File: config.mk
export PLATFORM = sky130hd
export DESIGN_NAME = axis_byte_fifo
export DESIGN_NICKNAME = d
export VERILOG_FILES = /design/src/rtl/axis_defs_pkg.sv /design/src/rtl/axis_fifo_ram.sv /design/src/rtl/axis_byte_fifo.sv
export SDC_FILE = /design/constraint.sdc
export NUM_CORES = 1
export LEC_CHECK = 0
export ABC_AREA = 1
export BUFFER_PORTS_ARGS = -buffer_cell sky130_fd_sc_hd__buf_2
export CAP_MARGIN = 15
export CORE_AREA = 2 2 128 192
export DETAILED_ROUTE_END_ITERATION = 7
export DIE_AREA = 0 0 130 194
export HOLD_SLACK_MARGIN = 0.12
export PLACE_DENSITY = 0.58
export SYNTH_ARGS = -nofsm -noshare
export SYNTH_HDL_FRONTEND = slang
export SYNTH_HIERARCHICAL = 1
export SYNTH_SLANG_ARGS = --single-unit
File: constraint.sdc
create_clock -name clk -period 2.2 [get_ports clk]
set_input_delay 0.44 -clock clk [delete_from_list [all_inputs] [get_ports clk]]
set_output_delay 0.44 -clock clk [all_outputs]
set_load 0.005 [all_outputs]
File: src/rtl/axis_defs_pkg.sv
// Shared constants for the 8-bit AXI-Stream byte FIFO.
// Word layout: {last, data[7:0]}.
package axis_defs_pkg;
   localparam int AXIS_DATA_W    = 8;
   localparam int AXIS_WORD_W    = 9;
   localparam int AXIS_DEPTH_DEF = 16;
   localparam int AXIS_LAST_BIT  = 8;
endpackage

File: src/rtl/axis_fifo_ram.sv
// DEPTH x 9 simple dual-port RAM, synchronous write, async read.
// Ports: clk, we/waddr/wdata write side, raddr/rdata read side.
module axis_fifo_ram
   import axis_defs_pkg::*;
#(
   parameter int DEPTH = AXIS_DEPTH_DEF,
   parameter int AW    = $clog2(DEPTH)
) (
   input  logic                   clk,
   input  logic                   we,
   input  logic [AW-1:0]          waddr,
   input  logic [AXIS_WORD_W-1:0] wdata,
   input  logic [AW-1:0]          raddr,
   output logic [AXIS_WORD_W-1:0] rdata
);

   logic [AXIS_WORD_W-1:0] mem [DEPTH];

   always_ff @(posedge clk) begin
      if (we) mem[waddr] <= wdata;
   end

   assign rdata = mem[raddr];

endmodule

File: src/rtl/axis_byte_fifo.sv
// Byte-wide AXI-Stream FIFO with FWFT output, frame count, overflow flag.
// Ports: clk, reset (async, active-low); s_* upstream slave side;
// m_* downstream master side; level, frames, overflow status.
// Define AXIS_FIFO_PKT_MODE_EN for packet (store-and-forward) mode.
module axis_byte_fifo
   import axis_defs_pkg::*;
#(
   parameter  int DEPTH = AXIS_DEPTH_DEF,
   localparam int AW    = $clog2(DEPTH)
) (
   input  logic                   clk,
   input  logic                   reset,
   input  logic [AXIS_DATA_W-1:0] s_data,
   input  logic                   s_valid,
   input  logic                   s_last,
   output logic                   s_ready,
   output logic [AXIS_DATA_W-1:0] m_data,
   output logic                   m_valid,
   output logic                   m_last,
   input  logic                   m_ready,
   output logic [AW:0]            level,
   output logic [AW:0]            frames,
   output logic                   overflow
);

   logic [AW:0]            wr_ptr, rd_ptr;
   logic [AW:0]            wr_nxt, rd_nxt;
   logic [AW:0]            frames_q;
   logic [AXIS_WORD_W-1:0] rd_word;
   logic                   s_ready_q, ovf_q;
   logic                   full, empty;
   logic                   push, pop;
   logic                   push_last, pop_last;

   function automatic logic is_full(input logic [AW:0] w,
                                    input logic [AW:0] r);
      return (w[AW-1:0] == r[AW-1:0]) && (w[AW] != r[AW]);
   endfunction

   assign empty = (wr_ptr == rd_ptr);
   assign full  = is_full(wr_ptr, rd_ptr);

`ifdef AXIS_FIFO_PKT_MODE_EN
   // Hold output until a whole frame is stored; full forces
   // cut-through so oversized frames cannot deadlock.
   assign m_valid = !empty && ((frames_q != '0) || full);
`else
   assign m_valid = !empty;
`endif

   assign push      = s_valid && s_ready_q;
   assign pop       = m_valid && m_ready;
   assign push_last = push && s_last;
   assign pop_last  = pop && rd_word[AXIS_LAST_BIT];

   assign wr_nxt = wr_ptr + {{AW{1'b0}}, push};
   assign rd_nxt = rd_ptr + {{AW{1'b0}}, pop};

   axis_fifo_ram #(
      .DEPTH (DEPTH),
      .AW    (AW)
   ) u_ram (
      .clk   (clk),
      .we    (push),
      .waddr (wr_ptr[AW-1:0]),
      .wdata ({s_last, s_data}),
      .raddr (rd_ptr[AW-1:0]),
      .rdata (rd_word)
   );

   // s_ready is registered from next-state pointers, so it is
   // exact one edge later and has no path from m_ready.
   always_ff @(posedge clk or negedge reset) begin
      if (!reset) begin
         wr_ptr    <= '0;
         rd_ptr    <= '0;
         s_ready_q <= 1'b0;
         ovf_q     <= 1'b0;
      end else begin
         wr_ptr    <= wr_nxt;
         rd_ptr    <= rd_nxt;
         s_ready_q <= !is_full(wr_nxt, rd_nxt);
         if (s_valid && !s_ready_q) ovf_q <= 1'b1;
      end
   end

   always_ff @(posedge clk or negedge reset) begin
      if (!reset) begin
         frames_q <= '0;
      end else begin
         unique case ({push_last, pop_last})
            2'b10:   frames_q <= frames_q + 1'b1;
            2'b01:   frames_q <= frames_q - 1'b1;
            default: frames_q <= frames_q;
         endcase
      end
   end

   assign s_ready  = s_ready_q;
   assign m_data   = rd_word[AXIS_DATA_W-1:0];
   assign m_last   = rd_word[AXIS_LAST_BIT];
   assign level    = wr_ptr - rd_ptr;
   assign frames   = frames_q;
   assign overflow = ovf_q;

endmodule

# Yosys cells after proc, flatten, opt, wreduce, memory -nomap -nowiden
# Memory sizes are Yosys's and may differ from the RTL's.
# Cells that the tools add are included.
classes:
  add_sub_neg: 5
  n_mux: 3
  eq_ne: 5
  reduce_logical: 10
ops:
  columns: ["cell", "count"]
  rows:
  - ["$add A5 B1 Y5", 2]
  - ["$pmux W5 S2", 1]
  - ["$logic_and A1 B1 Y1", 6]
  - ["$add A5 B1 Y5 const B", 1]
  - ["$eq A5 B5 Y1", 1]
  - ["$sub A5 B1 Y5 const B", 1]
  - ["$sub A5 B5 Y5", 1]
  - ["$eq A4 B4 Y1", 1]
  - ["$logic_not A1 Y1", 3]
  - ["$eq A2 B1 Y1 const B", 1]
  - ["$eq A2 B2 Y1 const B", 1]
  - ["$mux W1", 2]
  - ["$reduce_bool A2 Y1", 1]
  - ["$ne A1 B1 Y1", 1]
totals:
  word_cells: 29
  mem_bits_rw: 144
  regBits: 17
  mem_count: 1
memory_table:
  columns: ["name", "words", "word_bits", "read_ports", "rd_ports_with_merged_regs", "write_ports", "line_no", "text"]
  rows:
  - ["u_ram.mem", 16, 9, 1, 0, 1, "axis_fifo_ram.sv:17", "logic [AXIS_WORD_W-1:0] mem [DEPTH];"]

# Depth between registers and ports, before layout
# Gate-level depths: netlist of the first run.
depth:
  ltp_word: 7
  mapped_depth: 22
  depth_no_buf: 20

# By module
# Netlist of the first run, hierarchy kept.
by_module_without_submodules:
  columns: ["mod", "instances", "cells_each", "area_each_um2"]
  rows:
  - ["axis_fifo_ram", 1, 606, 6322.3]
  - ["axis_byte_fifo", 1, 129, 1117.3]

# Worst setup path after synthesis of the first run
# Ideal clock, no wire load.
synth_path:
  path_kind: "register to register"
  startpoint: "register rd_ptr[2]"
  endpoint: "register frames_q[4], in the netlist frames[4]"
  required_time_ns: 2.083
  stages_incl_launch_ff: 20
  path_slack_ns: -0.217
  setup_time_ns: 0.117
  arrival_time_ns: 2.300
  path_cell_list: "dfrtp_1 > buf_2 > inv_2 > buf_2 > nand3_1 > nand3_1 > nand2_1 > and3_1 > ha_1 > nand2_1 > inv_1 > nor2_1 > ha_1 > inv_1 > nand2_1 > nand3_1 > nand2_1 > nand2_1 > nand3_1 > nand2_1"
synth_between:
  word_cells_on_any_way: 9
  classes_between: "3 x eq/ne; 1 x mux; 4 x reduce/logical; 1 x memory"
synth_lines:
  columns: ["element", "line_no", "text"]
  rows:
  - ["start: declaration", "axis_byte_fifo.sv:26", "logic [AW:0] wr_ptr, rd_ptr;"]
  - ["start signal: assignment", "axis_byte_fifo.sv:81", "rd_ptr <= rd_nxt;"]
  - ["$mem_v2 Z16 W9 *", null, null]
  - ["net m_last", "axis_byte_fifo.sv:19", "output logic m_last,"]
  - ["$logic_and A1 B1 Y1 *", "axis_byte_fifo.sv:54", "assign pop_last = pop && rd_word[AXIS_LAST_BIT];"]
  - ["$eq A2 B1 Y1 / $eq A2 B2 Y1 (equally long branches)", "axis_byte_fifo.sv:91", "unique case ({push_last, pop_last})"]
  - ["$pmux W5 S2 / $reduce_bool A2 Y1 (equally long branches)", null, null]
  - ["end signal: assignment", "axis_byte_fifo.sv:92", "2'b10: frames_q <= frames_q + 1'b1;"]
  - ["end signal: assignment", "axis_byte_fifo.sv:93", "2'b01: frames_q <= frames_q - 1'b1;"]
  - ["end signal: assignment", "axis_byte_fifo.sv:94", "default: frames_q <= frames_q;"]
  - ["end: declaration", "axis_byte_fifo.sv:28", "logic [AW:0] frames_q;"]
# Mark *: on every way through the listed nets, which the timed path passes. The rest lies on a longest branch.
# A chain may end at the register's enable or synchronous reset.

# Final worst setup path of the first run
layout_path:
  startpoint: "register rd_ptr[0]"
  endpoint: "register frames_q[3], in the netlist frames[3]"
layout_between:
  elab_chain_cells: 6
  word_cells_on_any_way: 9
  classes_between: "3 x eq/ne; 1 x mux; 4 x reduce/logical; 1 x memory"
layout_rtl:
  columns: ["element", "line_no"]
  rows:
  - ["parallel branches: the longest is 3 deep, another holds $mem_v2 Z16 W9", null]
  - ["$logic_and A1 B1 Y1 *", "axis_byte_fifo.sv:54"]
  - ["$eq A2 B1 Y1 / $eq A2 B2 Y1 (equally long branches)", "axis_byte_fifo.sv:91"]
  - ["$pmux W5 S2 / $reduce_bool A2 Y1 (equally long branches)", null]
# Every way passes the cells marked *.

==> impl_metrics.toml, run 1 <==
[outcome]
status = "finished with violations"
violations = "negative setup slack"

[sta]
relSlewSlack_pct = 72.86
post-route-min-period_ns = 2.392
clock.fmax_mhz = 418.1
finalSetupViolations = 15
drv_slew = 0
setup_slack_ns = -0.1920
rsz0062_at_grt = "yes"
tightestPinTransition_ns = 0.4071
period_share_pct = 108.7
hold_viol = 0
fin_worst_skew_ns = 0.008061

[clock_network]
cts_buffer_depth = 2
cts_tree = "yes"
htreeDepth = 4
clockRootBuffer = "clkbuf_16"
insertion_delay_ns = 0.43
cts.clk_slew.worst_paths_ns = 0.06
numCtsBuffers = 17
cts.sinks = 161

[synth]
syn_area_per_cell_um2 = 10.12
syn-instance-count = 735
yosys_warnings = 6
synth_cell_types = 24
synth-seq-cells = 161
syn_nets = 761
synth.cell_area_um2 = 7440
ys_seq_area_share_pct = 63.84

[die]
dieHeight_um = 194
core-area_um2 = 23570
die_w_um = 130
rows = 69
floorplan.initialDensity_pct = 31.57
pin_count = 35
dieArea_um2 = 25220

[critical_path]
startpoint_type = "flip-flop"
cp_max_fo = 5
cp.arrival_ns = 2.71
setup.worst_path.end_class = "flip-flop"
reg2reg_from = "rd_ptr[0]"
reg2reg_slack_ns = -0.19
crit_required_ns = 2.52
reg2reg_depth = 19
r2r-end = "frames[3]"
critical_path_class = "reg -> reg"

[drt]
wl_per_cell_um = 16.52
drt_first_pass_iters = 4
drtAntennaViolNets = 0
drc_errors = 0
num_vias = 5318
drt_iter0_markers = 307
drt-total-wl_um = 19260
viasPerCell = 4.561

[layout]
finalInstanceArea_um2 = 9584
antenna_cells = 0
layout-area-overhead-vs-synth_pct = 28.83
utilization_pct = 40.66
fin_nets = 860
drive_gt1_share_pct = 25.15

[power_and_ir_drop]
p_seq_share_pct = 28.3
power_mw = 14.04
power.leakage_nw = 4.211
pwr-share-comb_pct = 49.7
ir_worst_vdd_mv = 1.008
p_sw_mw = 5.288
p_clk_share_pct = 22.1
p_int_mw = 8.757
p_per_area_nw_per_um2 = 1465
switching_share_pct = 37.65

[global_route]
grt_overflow_total = 0
antenna_found_initial = 0
grt_pass1_wl_um = 29380
grt_max_degree = 27
grt_usage_pct = 15.81
grt_pass1_vias = 5199

[placement]
port_buffers = 34
dpl-instance-area_um2 = 8277
place_congestion = 0.8419
dp_hpwl_um = 12140

[hold_path]
hold_depth = 3
min_path_type = "in -> reg"
hold_path_end = "overflow"
hp-start = "s_valid"

[flow_run]
drv_cap = 0
[sequential cells by signal (all words and copies together), names as in the netlist]
signal,count
frames,5
u_ram/mem,144
wr_ptr,5
overflow,1
rd_ptr,5
s_ready,1
[power groups by stage]
| stage | combinational [mW] | clock (mW) | sequential (mW) |
|---|---|---|---|
| after global placement | 5.34 | 0 | 4.01 |
| after CTS | 6.39 | 3.14 | 3.96 |
| after floorplan | 3.36 | 0 | 4.07 |
| after global routing | 7.62 | 3.26 | 4.01 |
| final | 6.97 | 3.10 | 3.97 |
| after detailed placement | 5.37 | 0 | 4.02 |
[cell type report]
| class | count | area, um^2 |
|---|---|---|
| sequential | 161 | 4752 |
| clock inverter | 13 | 185.2 |
| multi-input combinational | 415 | 2306 |
| timing repair buffer | 106 | 988.4 |
| inverter | 133 | 520.5 |
| clock buffer | 19 | 432.9 |
| fill | 2207 | 13980 |
| tap | 319 | 399.1 |
[metrics by stage]
step | cells | TNS, ns | setup slack, ns | hold slack [ns]
global placement | 1117 | -0.2651 | -0.1233 | 0.4045
finish | 1166 | -1.568 | -0.1920 | 0.2516
floorplan | 735 | -0.06987 | -0.06883 | 0.1444
CTS | 1161 | -1.816 | -0.1605 | 0.2299
global route | 1166 | -3.416 | -0.3525 | 0.2540
detailed placement | 1117 | -0.3440 | -0.1549 | 0.4060
[worst max-delay path by stage]
stage / start / endpoint / slack (ns) / depth (start not counted)
floorplan: rd_ptr[0] / frames[4] / -0.07 / 21
global placement: rd_ptr[0] / s_ready / -0.12 / 11
detailed placement: rd_ptr[0] / frames[4] / -0.15 / 20
CTS: rd_ptr[0] / m_data[4] / -0.16 / 10
global route: rd_ptr[0] / frames[4] / -0.35 / 21
finish: rd_ptr[0] / frames[3] / -0.19 / 19
[critical path, stage by stage, from the launching register on]
cell	delay (ns)
dfrtp_2	0.43
buf_12	0.16
buf_6	0.12
nand2_2	0.05
nand2_1	0.05
nand2_1	0.07
nand3_2	0.07
nand3_2	0.07
nand2_2	0.07
and3_4	0.20
ha_4	0.17
nor2_2	0.15
nor2_4	0.06
buf_4	0.12
buf_4	0.12
buf_4	0.12
nand3_2	0.06
nand3_1	0.06
nand3_1	0.08
nand2_1	0.05
[synthesized netlist by cell type]
| cell type | n | share of area (%) |
|---|---|---|
| inv_1 | 129 | 6.5 |
| ha_1 | 12 | 2.0 |
| edfxtp_1 | 144 | 58 |
| xnor2_2 | 2 | 0.44 |
| inv_4 | 1 | 0.084 |
| buf_6 | 8 | 1.2 |
| inv_2 | 1 | 0.050 |
| a21oi_1 | 4 | 0.27 |
| fa_1 | 1 | 0.27 |
| nand3b_1 | 3 | 0.30 |
| nand3_1 | 119 | 8.0 |
| buf_4 | 11 | 1.1 |
| and3_1 | 1 | 0.084 |
| xor2_1 | 10 | 1.2 |
| nand2_1 | 229 | 12 |
| buf_2 | 7 | 0.47 |
| clkinv_1 | 1 | 0.050 |
| inv_8 | 1 | 0.15 |
| dfrtp_1 | 17 | 5.7 |
| xnor2_1 | 7 | 0.82 |
| nor2_1 | 20 | 1.0 |
| a21boi_0 | 1 | 0.10 |
| o21bai_1 | 2 | 0.20 |
| o21ai_0 | 4 | 0.27 |
[cells by family (layout without fill, tap and decap cells)]
family                   count (synthesis)  in the layout  synth area share, %
XOR/XNOR                                19             19                2.439
AO/OA/AOI/OAI                           11             11               0.8409
flip-flops                             161            161                63.84
adder cells (fa/ha/maj)                 13             13                2.287
AND/OR/NAND/NOR                        372            372                20.96
buffers and inverters                  159            271                9.637
[placed cells by master (no fill, tap or decap), types with 3 or more instances in the layout]
cell type	Yosys	layout
nor2_1	20	17
xnor2_1	7	6
inv_2	1	3
buf_16	0	7
ha_1	12	8
nand3b_1	3	3
clkbuf_16	0	19
nand2_1	229	214
xnor2_2	2	3
nand3_1	119	78
inv_1	129	126
dfrtp_1	17	15
nand2_2	0	15
buf_4	11	51
buf_6	8	10
buf_2	7	30
clkinvlp_4	0	3
nand3_2	0	41
ha_4	0	3
xor2_1	10	10
bufinv_16	0	4
buf_12	0	3
clkinv_1	1	3
edfxtp_1	144	144
[layer usage]
| metal | up-vias | track usage, % | routed length (um) |
|---|---|---|---|
| met5 | - | 0 | 0 |
| met4 | 0 | 8.642 | 767 |
| met3 | 43 | 2.428 | 757 |
| met2 | 143 | 27.87 | 10380 |
| met1 | 2568 | 17.98 | 7356 |
| li1 | 2564 | - | - |
[timing repair]
action / in CTS / in global routing
pin swaps: 29 / 24
hold buffers: 1 / 0
endpoints found under the hold margin: 17 / 0
gates resized for setup: 64 / 46
gates cloned: 5 / 3
setup buffers: 6 / 3
endpoints found under the setup margin: 15 / 21
No activity file was read; power rests on OpenSTA's default activity.
==> run 2, diff against run 1 <==
--- a/config.mk
+++ b/config.mk
@@ -8,9 +8,9 @@
 export ABC_AREA = 1
 export BUFFER_PORTS_ARGS = -buffer_cell sky130_fd_sc_hd__buf_2
 export CAP_MARGIN = 15
-export CORE_AREA = 2 2 128 192
+export CORE_AREA = 2 2 119 207
 export DETAILED_ROUTE_END_ITERATION = 7
-export DIE_AREA = 0 0 130 194
+export DIE_AREA = 0 0 121 209
 export HOLD_SLACK_MARGIN = 0.12
 export PLACE_DENSITY = 0.58
 export SYNTH_ARGS = -nofsm -noshare
==> run 2 against run 1 <==
Net effect:
- the flow still finishes with violations (negative setup slack)
- combinational power is 7.5% lower
- clock power is 5% higher
- worst setup slack better by 0.031 ns
- critical path type is now reg -> out
- largest power group unchanged
==> impl_metrics.toml, run 2 (synthesis results as in run 1) <==
[outcome]
status = "finished with violations"
violations = "negative setup slack"

[drt]
drt_first_pass_iters = 5
wl_per_cell_um = 16.37
drt_iter0_markers = 270
drc_errors = 0
drt-total-wl_um = 18630
num_vias = 5169
viasPerCell = 4.542
drtAntennaViolNets = 0

[layout]
final_common_cell = "nand2_1"
utilization_pct = 39.53
multi_input_area_um2 = 2312
nFillCells = 2264
top_register = "u_ram/mem"
layout.area.seq_um2 = 4752
final_cells = 1138
final_cell_mix = "nand2_1, edfxtp_1, inv_1, nand3_1, buf_4"
drive_gt1_share_pct = 23.61
layout-area-overhead-vs-synth_pct = 26.15
largest_reg_flops = 144
fin_nets = 845
antenna_cells = 0

[placement]
port_buffers = 34
place_congestion = 0.8079
placedCellCount = 1103
dp_hpwl_um = 12120

[sta]
setup_slack_ns = -0.1613
drv_slew = 0
finalSetupTns_ns = -1.408
relSlewSlack_pct = 72.12
rsz0062_at_grt = "yes"
fin_worst_skew_ns = 0.007457
hold_viol = 0
clock.fmax_mhz = 423.5
tightestPinTransition_ns = 0.4182
post-route-min-period_ns = 2.361
period_share_pct = 107.3
finalSetupViolations = 15

[die]
floorplan.initialDensity_pct = 31.34
die_w_um = 121
dieHeight_um = 209
pin_count = 35
core-area_um2 = 23740
dieArea_um2 = 25290
rows = 75

[global_route]
grt_max_degree = 22
top_usage_layer = "met2"
grt.met2_usage_pct = 28.55
grtUsageMet3_pct = 3.057
grt_overflow_total = 0
grt_pass1_wl_um = 28590
grt_usage_pct = 15.29
grt_pass1_vias = 5248
antenna_found_initial = 0
grt_util_met1_pct = 15.74

[power_and_ir_drop]
switching_share_pct = 37.24
p_int_mw = 8.607
ir_worst_vdd_mv = 1.149
p_sw_mw = 5.106
p_clk_share_pct = 23.7
power_mw = 13.71
p_per_area_nw_per_um2 = 1461
pwr-share-comb_pct = 47.0
p_seq_share_pct = 29.3
power.leakage_nw = 4.103

[critical_path]
crit_required_ns = 1.76
cp_max_fo = 21
critical_path_class = "reg -> out"
startpoint_type = "flip-flop"
cp.arrival_ns = 1.92
setup.worst_path.end_class = "primary output"
reg2reg_slack_ns = -0.13

[clock_network]
cts_tree = "yes"
cts.sinks = 161
insertion_delay_ns = 0.42
clockRootBuffer = "clkbuf_16"
cts_buffer_depth = 2
numCtsBuffers = 17
htreeDepth = 4
cts.clk_slew.worst_paths_ns = 0.06

[hold_path]
min_path_type = "in -> reg"

[flow_run]
drv_cap = 0
-- run 2: final timing paths --
path / startpoint / end / cells after the start
setup / recovery: rd_ptr[0] / m_data[3] / 8
hold / removal: s_valid / overflow / 3
setup reg to reg: rd_ptr[0] / frames[4] / 19
hold reg to reg: overflow / overflow / 1
max in group asynchronous: reset / rd_ptr[0] / 2
min in group asynchronous: reset / wr_ptr[4] / 2
-- run 2: through the flow --
stage	worst slack [ns]	area, um^2	hold WS (ns)
6_report	-0.1613	9385	0.2663
5_1_grt	-0.2549	9385	0.2756
4_1_cts	-0.1864	9060	0.2476
3_5_place_dp	-0.1503	8228	0.3946
3_3_place_gp	-0.1388	8228	0.3940
2_1_floorplan	-0.06883	7492	0.1444
-- run 2: area by class of cell --
type                    instances  share of cell area (%)
clock buffers                  20                   4.653
well taps                     308                   4.106
flip-flops and latches        161                   50.63
inverters                     133                   5.453
clock inverters                10                   2.240
multi-input cells             415                   24.64
repair buffers                 91                   8.279
-- run 2: per-layer routing --
metal,wire length [um],vias up
li1,-,2526
met1,6683,2511
met2,10690,101
met3,648,31
met4,609,0
met5,0,-
-- run 2: critical path, cell delays in order, from the launching register on --
cell and delay (ns):
dfrtp_2 0.52, clkbuf_16 0.21, buf_16 0.16, nand2_1 0.09, nand3_2 0.08, nand3_2 0.11
nand3_2 0.11, nand2_2 0.08, buf_6 0.12
-- run 2: repair_timing --
action                                 CTS  global route
cloned                                   2             1
gates resized for setup                 30            73
pin swaps                                1            12
setup buffers                            0             1
hold buffers                             1             0
endpoints found under the hold margin   17             0
setup endpoints to repair               15            19
-- run 2: power by group through the flow --
stage	Sequential [mW]	Clock [mW]	Combinational [mW]
floorplan	4.07	0	3.36
global placement	4.03	0	5.30
detailed placement	4.05	0	5.32
CTS	3.99	3.31	5.80
global route	4.05	3.42	7.11
finish	4.01	3.25	6.45
